**src/rtl/simon_pkg.sv**
```systemverilog
`default_nettype none
// ============================================================================
//  Module      : simon_pkg
//  Description : Shared types and constants for the Simon Says datapath:
//                colour encoding, history geometry and playback states.
//  Revision    : 1.0 - initial release
// ============================================================================
package simon_pkg;

    localparam int COLOUR_W       = 3;
    localparam int HIST_DEPTH     = 32;
    localparam int UNASSIGNED_BIT = 2;

    typedef logic [COLOUR_W-1:0] colour_t;

    localparam colour_t RED    = 3'd0;
    localparam colour_t GREEN  = 3'd1;
    localparam colour_t BLUE   = 3'd2;
    localparam colour_t YELLOW = 3'd3;

    typedef enum logic [1:0] {
        IDLE = 2'd0,
        ON   = 2'd1,
        OFF  = 2'd2
    } play_state_t;

endpackage
`default_nettype wire

```
**src/rtl/colour_onehot.sv**
```systemverilog
`default_nettype none
// ============================================================================
//  Module      : colour_onehot
//  Description : Maps a 2-bit colour code to the matching one-hot LED pattern.
//                Shared between playback and the player-input checker.
//  Revision    : 1.0 - initial release
// ============================================================================
module colour_onehot (
    input  logic [1:0] colour_i,
    output logic [3:0] onehot_o
);

    // Colour code c lights LED c.
    always_comb begin
        onehot_o = 4'b0001 << colour_i;
    end

endmodule
`default_nettype wire

```
**src/rtl/sequence_player.sv**
```systemverilog
`default_nettype none
// ============================================================================
//  Module      : sequence_player
//  Description : Replays the captured colour history on the four LEDs, oldest
//                colour first, with a fixed lit time and dark gap per colour.
//                Reports normal completion (done) and rejected requests or
//                unassigned history entries (error).
//  Revision    : 1.0 - initial release
// ============================================================================
module sequence_player
    import simon_pkg::*;
#(
    parameter int DEPTH      = HIST_DEPTH,
    parameter int ON_CYCLES  = 25_000_000,
    parameter int OFF_CYCLES = 12_500_000
) (
    input  logic                        clk,
    input  logic                        reset,
    input  logic                        start,
    input  logic [$clog2(DEPTH):0]      length,
    input  logic [COLOUR_W*DEPTH-1:0]   segments,
    output logic [3:0]                  led,
    output logic                        busy,
    output logic                        done,
    output logic                        error
);

    localparam int IDX_W   = $clog2(DEPTH);
    localparam int LEN_W   = $clog2(DEPTH) + 1;
    localparam int TMR_MAX = (ON_CYCLES > OFF_CYCLES) ? ON_CYCLES : OFF_CYCLES;
    localparam int TMR_W   = $clog2(TMR_MAX) + 1;

    localparam logic [TMR_W-1:0] ON_LAST  = TMR_W'(ON_CYCLES - 1);
    localparam logic [TMR_W-1:0] OFF_LAST = TMR_W'(OFF_CYCLES - 1);
    localparam logic [LEN_W-1:0] MAX_LEN  = LEN_W'(DEPTH);

    play_state_t                 state_q, state_d;
    logic [IDX_W-1:0]            idx_q, idx_d;
    logic [TMR_W-1:0]            timer_q, timer_d;
    logic [COLOUR_W*DEPTH-1:0]   snap_q, snap_d;
    logic                        done_q, done_d;
    logic                        error_q, error_d;

    colour_t                     seg_arr  [DEPTH];
    colour_t                     snap_arr [DEPTH];
    logic                        len_ok;
    logic [LEN_W-1:0]            len_m1;
    logic [IDX_W-1:0]            first_idx;
    logic [IDX_W-1:0]            next_idx;
    logic                        next_unassigned;
    colour_t                     cur_entry;
    logic [3:0]                  cur_onehot;

    // Present the packed live history and the snapshot as entry arrays.
    for (genvar i = 0; i < DEPTH; i++) begin : g_unpack
        assign seg_arr[i]  = segments[i*COLOUR_W +: COLOUR_W];
        assign snap_arr[i] = snap_q[i*COLOUR_W +: COLOUR_W];
    end

    assign len_ok    = (length != '0) && (length <= MAX_LEN);
    assign len_m1    = length - LEN_W'(1);
    assign first_idx = IDX_W'(len_m1);

    // The entry about to be lit: from the live history when starting (the
    // snapshot is only loaded at that edge), otherwise from the snapshot.
    assign next_idx        = (state_q == IDLE) ? first_idx : (idx_q - IDX_W'(1));
    assign next_unassigned = (state_q == IDLE) ? seg_arr[next_idx][UNASSIGNED_BIT]
                                               : snap_arr[next_idx][UNASSIGNED_BIT];

    assign cur_entry = snap_arr[idx_q];

    colour_onehot u_onehot (
        .colour_i (cur_entry[1:0]),
        .onehot_o (cur_onehot)
    );

    // An unassigned entry never reaches ON; the extra gate keeps led dark
    // should the snapshot ever hold one at the current index.
    assign led   = ((state_q == ON) && !cur_entry[UNASSIGNED_BIT]) ? cur_onehot : 4'b0000;
    assign busy  = (state_q != IDLE);
    assign done  = done_q;
    assign error = error_q;

    // State, counters, snapshot and status pulses.
    always_ff @(posedge clk) begin
        if (!reset) begin
            state_q <= IDLE;
            idx_q   <= '0;
            timer_q <= '0;
            snap_q  <= '0;
            done_q  <= 1'b0;
            error_q <= 1'b0;
        end else begin
            state_q <= state_d;
            idx_q   <= idx_d;
            timer_q <= timer_d;
            snap_q  <= snap_d;
            done_q  <= done_d;
            error_q <= error_d;
        end
    end

    // Next-state: accept/reject requests, time each lit and dark phase, step
    // the index towards the newest entry and end playback at index 0.
    always_comb begin
        state_d = state_q;
        idx_d   = idx_q;
        timer_d = timer_q + TMR_W'(1);
        snap_d  = snap_q;
        done_d  = 1'b0;
        error_d = 1'b0;

        case (state_q)
            IDLE: begin
                timer_d = '0;
                if (start) begin
                    if (!len_ok) begin
                        error_d = 1'b1;
                    end else begin
                        snap_d = segments;
                        idx_d  = first_idx;
                        if (next_unassigned) begin
                            error_d = 1'b1;
                        end else begin
                            state_d = ON;
                        end
                    end
                end
            end

            ON: begin
                if (timer_q == ON_LAST) begin
                    timer_d = '0;
                    state_d = OFF;
                end
            end

            OFF: begin
                if (timer_q == OFF_LAST) begin
                    timer_d = '0;
                    if (idx_q == '0) begin
                        done_d  = 1'b1;
                        state_d = IDLE;
                    end else begin
                        idx_d = next_idx;
                        if (next_unassigned) begin
                            error_d = 1'b1;
                            state_d = IDLE;
                        end else begin
                            state_d = ON;
                        end
                    end
                end
            end

            default: begin
                timer_d = '0;
                state_d = IDLE;
            end
        endcase
    end

endmodule
`default_nettype wire
```
**config.mk**
```make
export PLATFORM = sky130hd
export DESIGN_NAME = sequence_player
export DESIGN_NICKNAME = d
export VERILOG_FILES = /design/src/rtl/simon_pkg.sv /design/src/rtl/colour_onehot.sv /design/src/rtl/sequence_player.sv
export SDC_FILE = /design/constraint.sdc
export NUM_CORES = 1
export LEC_CHECK = 0
export BUFFER_PORTS_ARGS = -buffer_cell sky130_fd_sc_hd__buf_2
export CORE_ASPECT_RATIO = 1.2
export CORE_MARGIN = 1.5
export CORE_UTILIZATION = 59
export DETAILED_ROUTE_END_ITERATION = 10
export GPL_ROUTABILITY_DRIVEN = 1
export GPL_TIMING_DRIVEN = 0
export PLACE_DENSITY_LB_ADDON = 0.1
export SLEW_MARGIN = 10
export SYNTH_ARGS = -nofsm -noshare
export SYNTH_HDL_FRONTEND = slang
export SYNTH_SLANG_ARGS = --single-unit
export TNS_END_PERCENT = 20
```
**constraint.sdc**
```tcl
create_clock -name clk -period 10.2 [get_ports clk]
set_clock_uncertainty 0.2 [all_clocks]
set_input_delay 2.04 -clock clk [delete_from_list [all_inputs] [get_ports clk]]
set_output_delay 2.04 -clock clk [all_outputs]
set_load 0.03 [all_outputs]
```
==> impl_metrics.ini <==
[outcome]
status = completed

[sta]
hold_violations = 0
fin_crit_ns = 5.74
final.setup.tns_ns = 0
timing.final.ws_setup_ns = 4.46
tightest_slew_ns = 0.953
rsz0062_at_grt = false
finalCritPeriodShare_pct = 56.2
fmax_mhz = 174
drv_slew = 0
setup_viol = 0
max_slew_margin_pct = 35.2

[logic_synthesis]
ys.flop_type = dfxtp_1
ys_warn_count = 0
async_flop_share_pct = 0
synth_area_leaders = dfxtp_1 (40%), mux4_2 (13%), nand2_1 (12%), a21oi_1 (8.3%), mux2i_1 (3.4%)
yosysTopAreaCell = dfxtp_1
synth_nets = 875
synth_seq_area_share_pct = 40.0
syn_inst = 762
syn_avg_cell_area_um2 = 8.61
synth-edff-count = 0
yosysTopAreaCellShare_pct = 40.0
synth_cell_types = 57
syn_area_um2 = 6560
yosys_register_bits = 131

[setup_path]
path_max_fanout = 10
worstPathRequired_ns = 7.96
arrival_ns = 3.50
end_kind = output pin
start_kind = flip-flop
worstRegToRegCells = 11
criticalPathCategory = flip-flop to output pin

[power_and_ir_drop]
vdd_drop_max_mv = 0.105
power.static_leakage_uw = 0.00302
powerDensity_nw_per_um2 = 224

[clocking]
clkTransAtPathRegs_ns = 0.06
htreeDepth = 4
cts_hold_buf = 0
cts_buffers = 17
clkLatencyLatePin_ns = 0.42
max-clock-path-buffers = 2
clkSinkCount = 131
cts_root_buf = clkbuf_16
cts_tree = built
postCtsSetupRepairBufs = 0
ctsResizeCount = 0

[routing]
vias = 6291
ant_nets = 0
vias_per_cell = 6.07
drt_iter0_drc = 646
drc = 0
routed_wl_um = 18400
firstDrtPassIters = 6
detail_route.wl_per_cell_um = 17.7

[finish]
finalNetCount = 1005
n_antenna_cell = 0
drive_gt1_share_pct = 22.1
utilization_pct = 72.2
area_growth_pct = 20.2
n_fill_cell = 882

[place]
place_congestion = 0.973
post-place-ws_ns = 4.90
port_buffers = 111
hpwl_um = 13200

[floorplan]
io_pins = 112
dieHeight_um = 119
die_area_um2 = 11800
die_x_um = 99.3
core_area_um2 = 10900
rows = 42
start_util_pct = 60.0

[hold_path]
hold_class = flip-flop to flip-flop
min_path_cells = 2

[flow_run]
max_cap_viol_count = 0

[global_routing]
grt_pass1_vias = 6112
antenna_found_initial = 0
grt.total_usage_pct = 32.1
grt_max_degree = 17
grt_pass1_wl_um = 29400
overflow = 0
critical path: stages (launching register included):
cell     delay, ns
dfxtp_1       0.40
buf_2         0.37
buf_2         0.49
mux4_2        0.61
mux4_2        0.55
mux2i_1       0.19
nand3_1       0.15
nor2_1        0.11
buf_2         0.20
cells in the mapped netlist, types with 3 or more instances:
library cell	number
nand4_1	5
xor2_1	11
nor3b_1	3
or3_1	7
mux2i_1	22
o22ai_1	3
buf_1	12
mux4_2	38
nand3_1	14
nor3_1	8
a2111oi_0	4
ha_1	8
mux2_2	3
inv_1	16
nor2b_1	3
nor2_1	40
o21ai_0	13
and3_1	10
clkbuf_1	27
dfxtp_1	131
and2_1	3
buf_2	5
a21oi_1	109
nand2_1	216
a211oi_1	3
xnor2_1	12
where the power goes:
part	switching, uW	internal, uW	total, uW
Clock	243	386	630
Combinational	319	222	541
Sequential	35.7	562	597
Total	598	1170	1770
cells in the final DEF, fill, tap and decap left out, types with 14 or more instances in the layout:
master	count
nand2_1	216
dfxtp_1	131
buf_2	116
a21oi_1	109
nor2_1	40
mux4_2	38
clkbuf_1	27
mux2i_1	22
clkbuf_16	17
inv_1	16
nand3_1	14
metrics by stage:
step | instance area [um2] | hold slack, ns | std cells | total power, uW
4_1_cts | 7890 | 0.252 | 1037 | 1760
6_report | 7890 | 0.252 | 1037 | 1770
2_1_floorplan | 6560 | 0.230 | 762 | 983
5_1_grt | 7890 | 0.266 | 1037 | 1830
3_5_place_dp | 7280 | 0.243 | 1005 | 1130
3_3_place_gp | 7280 | 0.238 | 1005 | 1110
layout make-up:
class                      count  area (um2)  area share [%]
multi-input combinational    567        3680            46.7
timing repair buffer         111         556            7.04
inverter                      18        67.6           0.857
buffer                        46         190            2.41
sequential                   131        2620            33.2
clock buffer                  17         425            5.39
clock inverter                15         180            2.28
tap                          132         165            2.09
flip-flops by register name, indices dropped and copies added (netlist names):
name / flops
idx_q: 5
done: 1
timer_q: 26
snap_q: 96
state_q: 2
error: 1
routing by layer:
metal / vias up / track usage (%) / part of all wire [%] / wire, um
li1: 2922 / - / - / -
met1: 2992 / 38.6 / 38 / 7020
met2: 309 / 53.8 / 50 / 9210
met3: 68 / 7.21 / 8.1 / 1490
met4: 0 / 16.0 / 3.8 / 694
met5: - / 0 / 0 / 0
cell families after synthesis:
family,Yosys count,synth area share (%)
mux,67,18.0
xor+xnor,24,3.32
compound gates,147,12.4
simple gates,321,20.8
fa+ha+maj,8,1.53
flops,131,40.0
buf+inv,64,3.93
worst paths after layout:
| path | end | from | slack [ns] |
|---|---|---|---|
| worst max-delay path | led[0] | idx_q[0] | 4.46 |
| worst min-delay path | snap_q[90] | snap_q[90] | 0.25 |
| worst max register to register | error | idx_q[1] | 5.43 |
| worst min register to register | snap_q[90] | snap_q[90] | 0.25 |
(Power assumes the default switching activity.)
